### src/rtl/simon_pad_renderer.sv
// Simon pad renderer: N_PADS coloured pads over white, per-pad level fixed per frame, fading frame by frame.
// Latency 2 cycles pixel_x/pixel_y -> RGB; no backpressure, free-running pixel stream.
module simon_pad_renderer #(
  parameter int                  N_PADS      = 4,
  parameter int                  H_ACTIVE    = 640,
  parameter int                  V_ACTIVE    = 480,
  parameter int                  PAD_X0      = 116,
  parameter int                  PAD_PITCH   = 116,
  parameter int                  PAD_W       = 59,
  parameter int                  PAD_Y0      = 192,
  parameter int                  PAD_H       = 97,
  parameter logic [3:0]          DIM_LEVEL   = 4'd6,
  parameter int                  FADE_FRAMES = 4,
  parameter logic [3*N_PADS-1:0] PAD_RGB     = 12'b100_110_010_001
) (
  input  logic              clk_d,
  input  logic              rst_n,
  input  logic [9:0]        pixel_x,
  input  logic [9:0]        pixel_y,
  input  logic              frame_start,
  input  logic [N_PADS-1:0] led,
  input  logic [2:0]        state,
  output logic [3:0]        red,
  output logic [3:0]        green,
  output logic [3:0]        blue
);

  localparam int CW = $clog2(FADE_FRAMES) + 1;
  localparam int IW = (N_PADS > 1) ? $clog2(N_PADS) : 1;
  localparam logic [CW-1:0] CNT_LAST = CW'(FADE_FRAMES - 1);

  logic [3:0]    level [N_PADS];
  logic [CW-1:0] cnt   [N_PADS];

  logic non_game;
  assign non_game = (state == 3'b000) || (state == 3'b111);

  // Levels only move on frame_start so a frame never shows two intensities for one pad.
  always_ff @(posedge clk_d or negedge rst_n) begin
    if (!rst_n) begin
      for (int i = 0; i < N_PADS; i++) begin
        level[i] <= DIM_LEVEL;
        cnt[i]   <= '0;
      end
    end else if (frame_start) begin
      for (int i = 0; i < N_PADS; i++) begin
        if (non_game) begin
          level[i] <= DIM_LEVEL;
          cnt[i]   <= '0;
        end else if (led[i]) begin
          level[i] <= 4'hF;
          cnt[i]   <= '0;
        end else if (level[i] > DIM_LEVEL) begin
          if (cnt[i] == CNT_LAST) begin
            level[i] <= level[i] - 4'd1;
            cnt[i]   <= '0;
          end else begin
            cnt[i] <= cnt[i] + 1'b1;
          end
        end
      end
    end
  end

  function automatic logic [10:0] pad_left(input int i);
    return 11'(PAD_X0 + i * PAD_PITCH);
  endfunction

  logic [10:0]   x11, y11;
  logic          active_c, hit_c;
  logic [IW-1:0] idx_c;

  assign x11      = {1'b0, pixel_x};
  assign y11      = {1'b0, pixel_y};
  assign active_c = (x11 < 11'(H_ACTIVE)) && (y11 < 11'(V_ACTIVE));

  // Scan from the top index down so the lowest overlapping pad wins.
  always_comb begin
    hit_c = 1'b0;
    idx_c = '0;
    for (int i = N_PADS - 1; i >= 0; i--) begin
      if (x11 >= pad_left(i) && x11 <= pad_left(i) + 11'(PAD_W - 1) &&
          y11 >= 11'(PAD_Y0) && y11 <= 11'(PAD_Y0 + PAD_H - 1)) begin
        hit_c = 1'b1;
        idx_c = IW'(i);
      end
    end
  end

  logic          act_q, game_q, hit_q;
  logic [IW-1:0] idx_q;

  always_ff @(posedge clk_d or negedge rst_n) begin
    if (!rst_n) begin
      act_q  <= 1'b0;
      game_q <= 1'b0;
      hit_q  <= 1'b0;
      idx_q  <= '0;
    end else begin
      act_q  <= active_c;
      game_q <= !non_game;
      hit_q  <= hit_c;
      idx_q  <= idx_c;
    end
  end

  logic [2:0] sel_mask;
  logic [3:0] sel_lvl;

  always_comb begin
    sel_mask = 3'b000;
    sel_lvl  = 4'h0;
    for (int i = 0; i < N_PADS; i++) begin
      if (idx_q == IW'(i)) begin
        sel_mask = PAD_RGB[3*i +: 3];
        sel_lvl  = level[i];
      end
    end
  end

  always_ff @(posedge clk_d or negedge rst_n) begin
    if (!rst_n) begin
      red   <= 4'h0;
      green <= 4'h0;
      blue  <= 4'h0;
    end else if (!act_q) begin
      red   <= 4'h0;
      green <= 4'h0;
      blue  <= 4'h0;
    end else if (game_q && hit_q) begin
      red   <= sel_mask[2] ? sel_lvl : 4'h0;
      green <= sel_mask[1] ? sel_lvl : 4'h0;
      blue  <= sel_mask[0] ? sel_lvl : 4'h0;
    end else begin
      red   <= 4'hF;
      green <= 4'hF;
      blue  <= 4'hF;
    end
  end

endmodule

### config.mk
export PLATFORM = sky130hd
export DESIGN_NAME = simon_pad_renderer
export DESIGN_NICKNAME = d
export VERILOG_FILES = /design/src/rtl/simon_pad_renderer.sv
export SDC_FILE = /design/constraint.sdc
export NUM_CORES = 1
export LEC_CHECK = 0
export CORE_ASPECT_RATIO = 0.8
export CORE_UTILIZATION = 54
export DETAILED_ROUTE_END_ITERATION = 12
export PLACE_DENSITY = 0.84
export SYNTH_ARGS = -nofsm -noshare
export SYNTH_HDL_FRONTEND = slang
export SYNTH_SLANG_ARGS = --single-unit
### constraint.sdc
create_clock -name clk_d -period 1.8 [get_ports clk_d]
set_input_delay 0.45 -clock clk_d [delete_from_list [all_inputs] [get_ports clk_d]]
set_output_delay 0.45 -clock clk_d [all_outputs]
set_load 0.005 [all_outputs]
==> results.md <==
* Worst-Skew Late Latency at 0.30 ns
* Dpl hpwl at 4.600 mm
* I/O pin cnt at 42
* Commonest non-fill, non-tap cells in the layout: 37 x dfrtp_1, 37 x clkdlybuf4s50_1, 37 x buf_4
* FF-to-FF Start: idx_q[0]$_DFF_PN0_
* FF+latch count, synth at 45
* Die area at between 5000 and 6000 sq um
* Ys async rst share at 100.0%
* PD cells at about 700 nW/um^2
* R2r setup slk at 0.06 ns
* Final Slew Violations at 0
* Global routing usage summed across all routing layers at between 20% and 30%
* Hold Violations, Final at 0
* Die H at around 66 um
* Clock Path Buffers at 2
* Via count at 2600
* Number of synthesized flops with an enable pin at 0
* WP data arrival at approximately 1.9 ns
* Design area at 3711 sq um
* Crit share post-route at 96.44%
* DRC viols at 0
* Initial antenna violation count at 0
* Worst R2R Path Depth at 7
* Total power at 0.002589 W
* Largest net degree at the start of global routing at 46
* Sink Count at 45
* First-pass GRT wire length at 10.64 mm
* Final wirelength at 6.722 mm
* Placed Area at between 3000 and 4000 sq um
* Yosys warns at 0
* Setup Skew at 0.01042 ns
* Slew HR at 72.96%
* Required time worst endpoint at 1.97 ns
* Cells after DPL at about 410
* Worst setup EP type: flip-flop
* Pleak at between 1.5 and 2 nW
* Worst setup endpoint: blue[0]$_DFF_PN0_
* H-tree levels at 2
* Maximum vdd ir drop at 0.5233 mV
* Synthesized cell area at 2754 sq um
* Outcome: finished, final reports clean
* Post-CTS Hold Fix Bufs at 0
* Critical path launch point type: flip-flop
* Routed Antenna Nets at 0
* Worst Hold Class: in -> async
* Setup violators final at 0
* Fmax achieved at 0.5761 GHz
* Core footprint at 4735 sq um
* CTS tree: built
* Max cap viols at 0
* Distinct cells, synth at 46
* Drt pass-1 iters at 4
* Die W at 81.84 um
* Clk root buf: clkbuf_8
* Vias in the first global route at 2447
* Num CTS Buffers at 5
* Share of layout cells above drive strength 1 at 23.45%
* Worst-path clk slew at 0.09 ns
* Worst slew pin tran at just over 0.4 ns
* WS Path Type: reg -> reg
* Post-Synthesis Cells at 295
* WL/cell at 15.60 um
* Syn_area_per_cell at between 9 and 10 sq um
* Synth Flop Type: dfrtp_1
* Total gr overflow at 0
* Inserted Diodes at 0
* Sequential area share after synthesis at a little over 40%
* Routability congestion estimate at 0.8844
* R2R Path End: blue[0]$_DFF_PN0_
* Crit Path Max Fanout at 3
* Port Buffers at 41
* Via/cell ratio at 6.032
* Rows at 22
* Final cell count without fillers at between 400 and 500
* Initial Util at 58.17%
* Crit path from: idx_q[0]$_DFF_PN0_
* Min cycle time layout at 1.736 ns
* Final core utilization at 78.38%
* Mapped Nets at 342
* Synth-to-layout area growth at 34.76%
* First-iteration detailed-routing DRC count at between 200 and 250
* # nets final at 417
## per-stage QoR
step	TNS [ns]	hold WS, ns	worst slack [ns]
2_1_floorplan	0	0.1544	0.04154
3_3_place_gp	-5.308	0.4448	-0.3384
3_5_place_dp	-6.823	0.4500	-0.3904
4_1_cts	0	0.1132	0.01061
5_1_grt	-0.1388	0.1200	-0.03673
6_report	0	0.1026	0.06414
## worst max-delay path, stage by stage (launching register included)
cell      delay (ns)
dfrtp_1         0.40
inv_1           0.10
ha_1            0.22
nor2b_2         0.17
a221o_1         0.34
a22oi_2         0.16
nand2b_1        0.13
a21boi_0        0.09
## final cells by class
type	instances	area, sq um
Clock buffer	5	68.82
Clock inverter	3	46.29
Fill cell	311	1023
Inverter	17	63.81
Multi-Input combinational cell	219	1575
Sequential cell	45	1136
Tap cell	60	75.07
Timing Repair Buffer	82	745.7
## Yosys cell counts, types with 5 or more instances
| cell | number | area share (%) |
|---|---|---|
| o21a_1 | 6 | 1.6 |
| dfrtp_1 | 37 | 34 |
| nor2_1 | 17 | 2.3 |
| o211ai_1 | 5 | 1.4 |
| a21boi_0 | 8 | 2.2 |
| inv_1 | 16 | 2.2 |
| a21oi_1 | 18 | 3.3 |
| dfstp_2 | 8 | 7.6 |
| clkbuf_1 | 11 | 1.5 |
| o21ai_0 | 22 | 4.0 |
| nand3_1 | 5 | 0.91 |
| ha_1 | 17 | 7.7 |
| nor3_1 | 10 | 1.8 |
| nand2_1 | 23 | 3.1 |
| a22oi_1 | 8 | 2.2 |
| nor4_1 | 5 | 1.1 |
| nor2b_1 | 11 | 2.5 |
| nand2b_1 | 9 | 2.0 |
## flip-flops by register name, summed over array words and instances (netlist names)
| name | count |
|---|---|
| act_q | 1 |
| blue | 4 |
| cnt | 12 |
| game_q | 1 |
| green | 4 |
| hit_q | 1 |
| idx_q | 2 |
| level | 16 |
| red | 4 |
## how the worst min path moves through the flow
stage / to / from / slack (ns)
after global routing: cnt[1]$_DFFE_PN0P_ / rst_n / 0.12
after CTS: cnt[0]$_DFFE_PN0P_ / rst_n / 0.11
final: cnt[1]$_DFFE_PN0P_ / rst_n / 0.10
after detailed placement: cnt[0]$_DFFE_PN0P_ / rst_n / 0.45
after global placement: cnt[0]$_DFFE_PN0P_ / rst_n / 0.44
after floorplan: act_q$_DFF_PN0_ / rst_n / 0.15
## what timing repair did
item	in CTS	in global routing
setup endpoints to repair	16	29
pin swaps	1	8
resized for setup	9	23
buffers inserted	0	9
cloned	0	0
## logic make-up (layout without fill, tap and decap cells)
kind of cell	after synthesis	in the layout	share of synthesized area (%)
buffers and inverters	31	107	4.770
flip-flops	45	45	41.25
AO/OA/AOI/OAI	101	101	26.40
AND/OR/NAND/NOR	101	101	19.85
adder cells (fa/ha/maj)	17	17	7.724
## report_power, final
part	internal [W]	switching, W	total (W)
clock	0.000416	0.000368	0.000783
combinational	0.000332	0.000296	0.000628
sequential	0.00109	0.0000830	0.00118
## layer usage
metal	global-route usage (%)	share of wire [%]	vias up
met2	42.46	48	90
met5	0	0	-
met4	9.211	2.5	0
met1	33.22	44	1250
met3	4.690	5.0	21
li1	-	-	1239
Note: power is estimated with default switching activity, not from simulation.
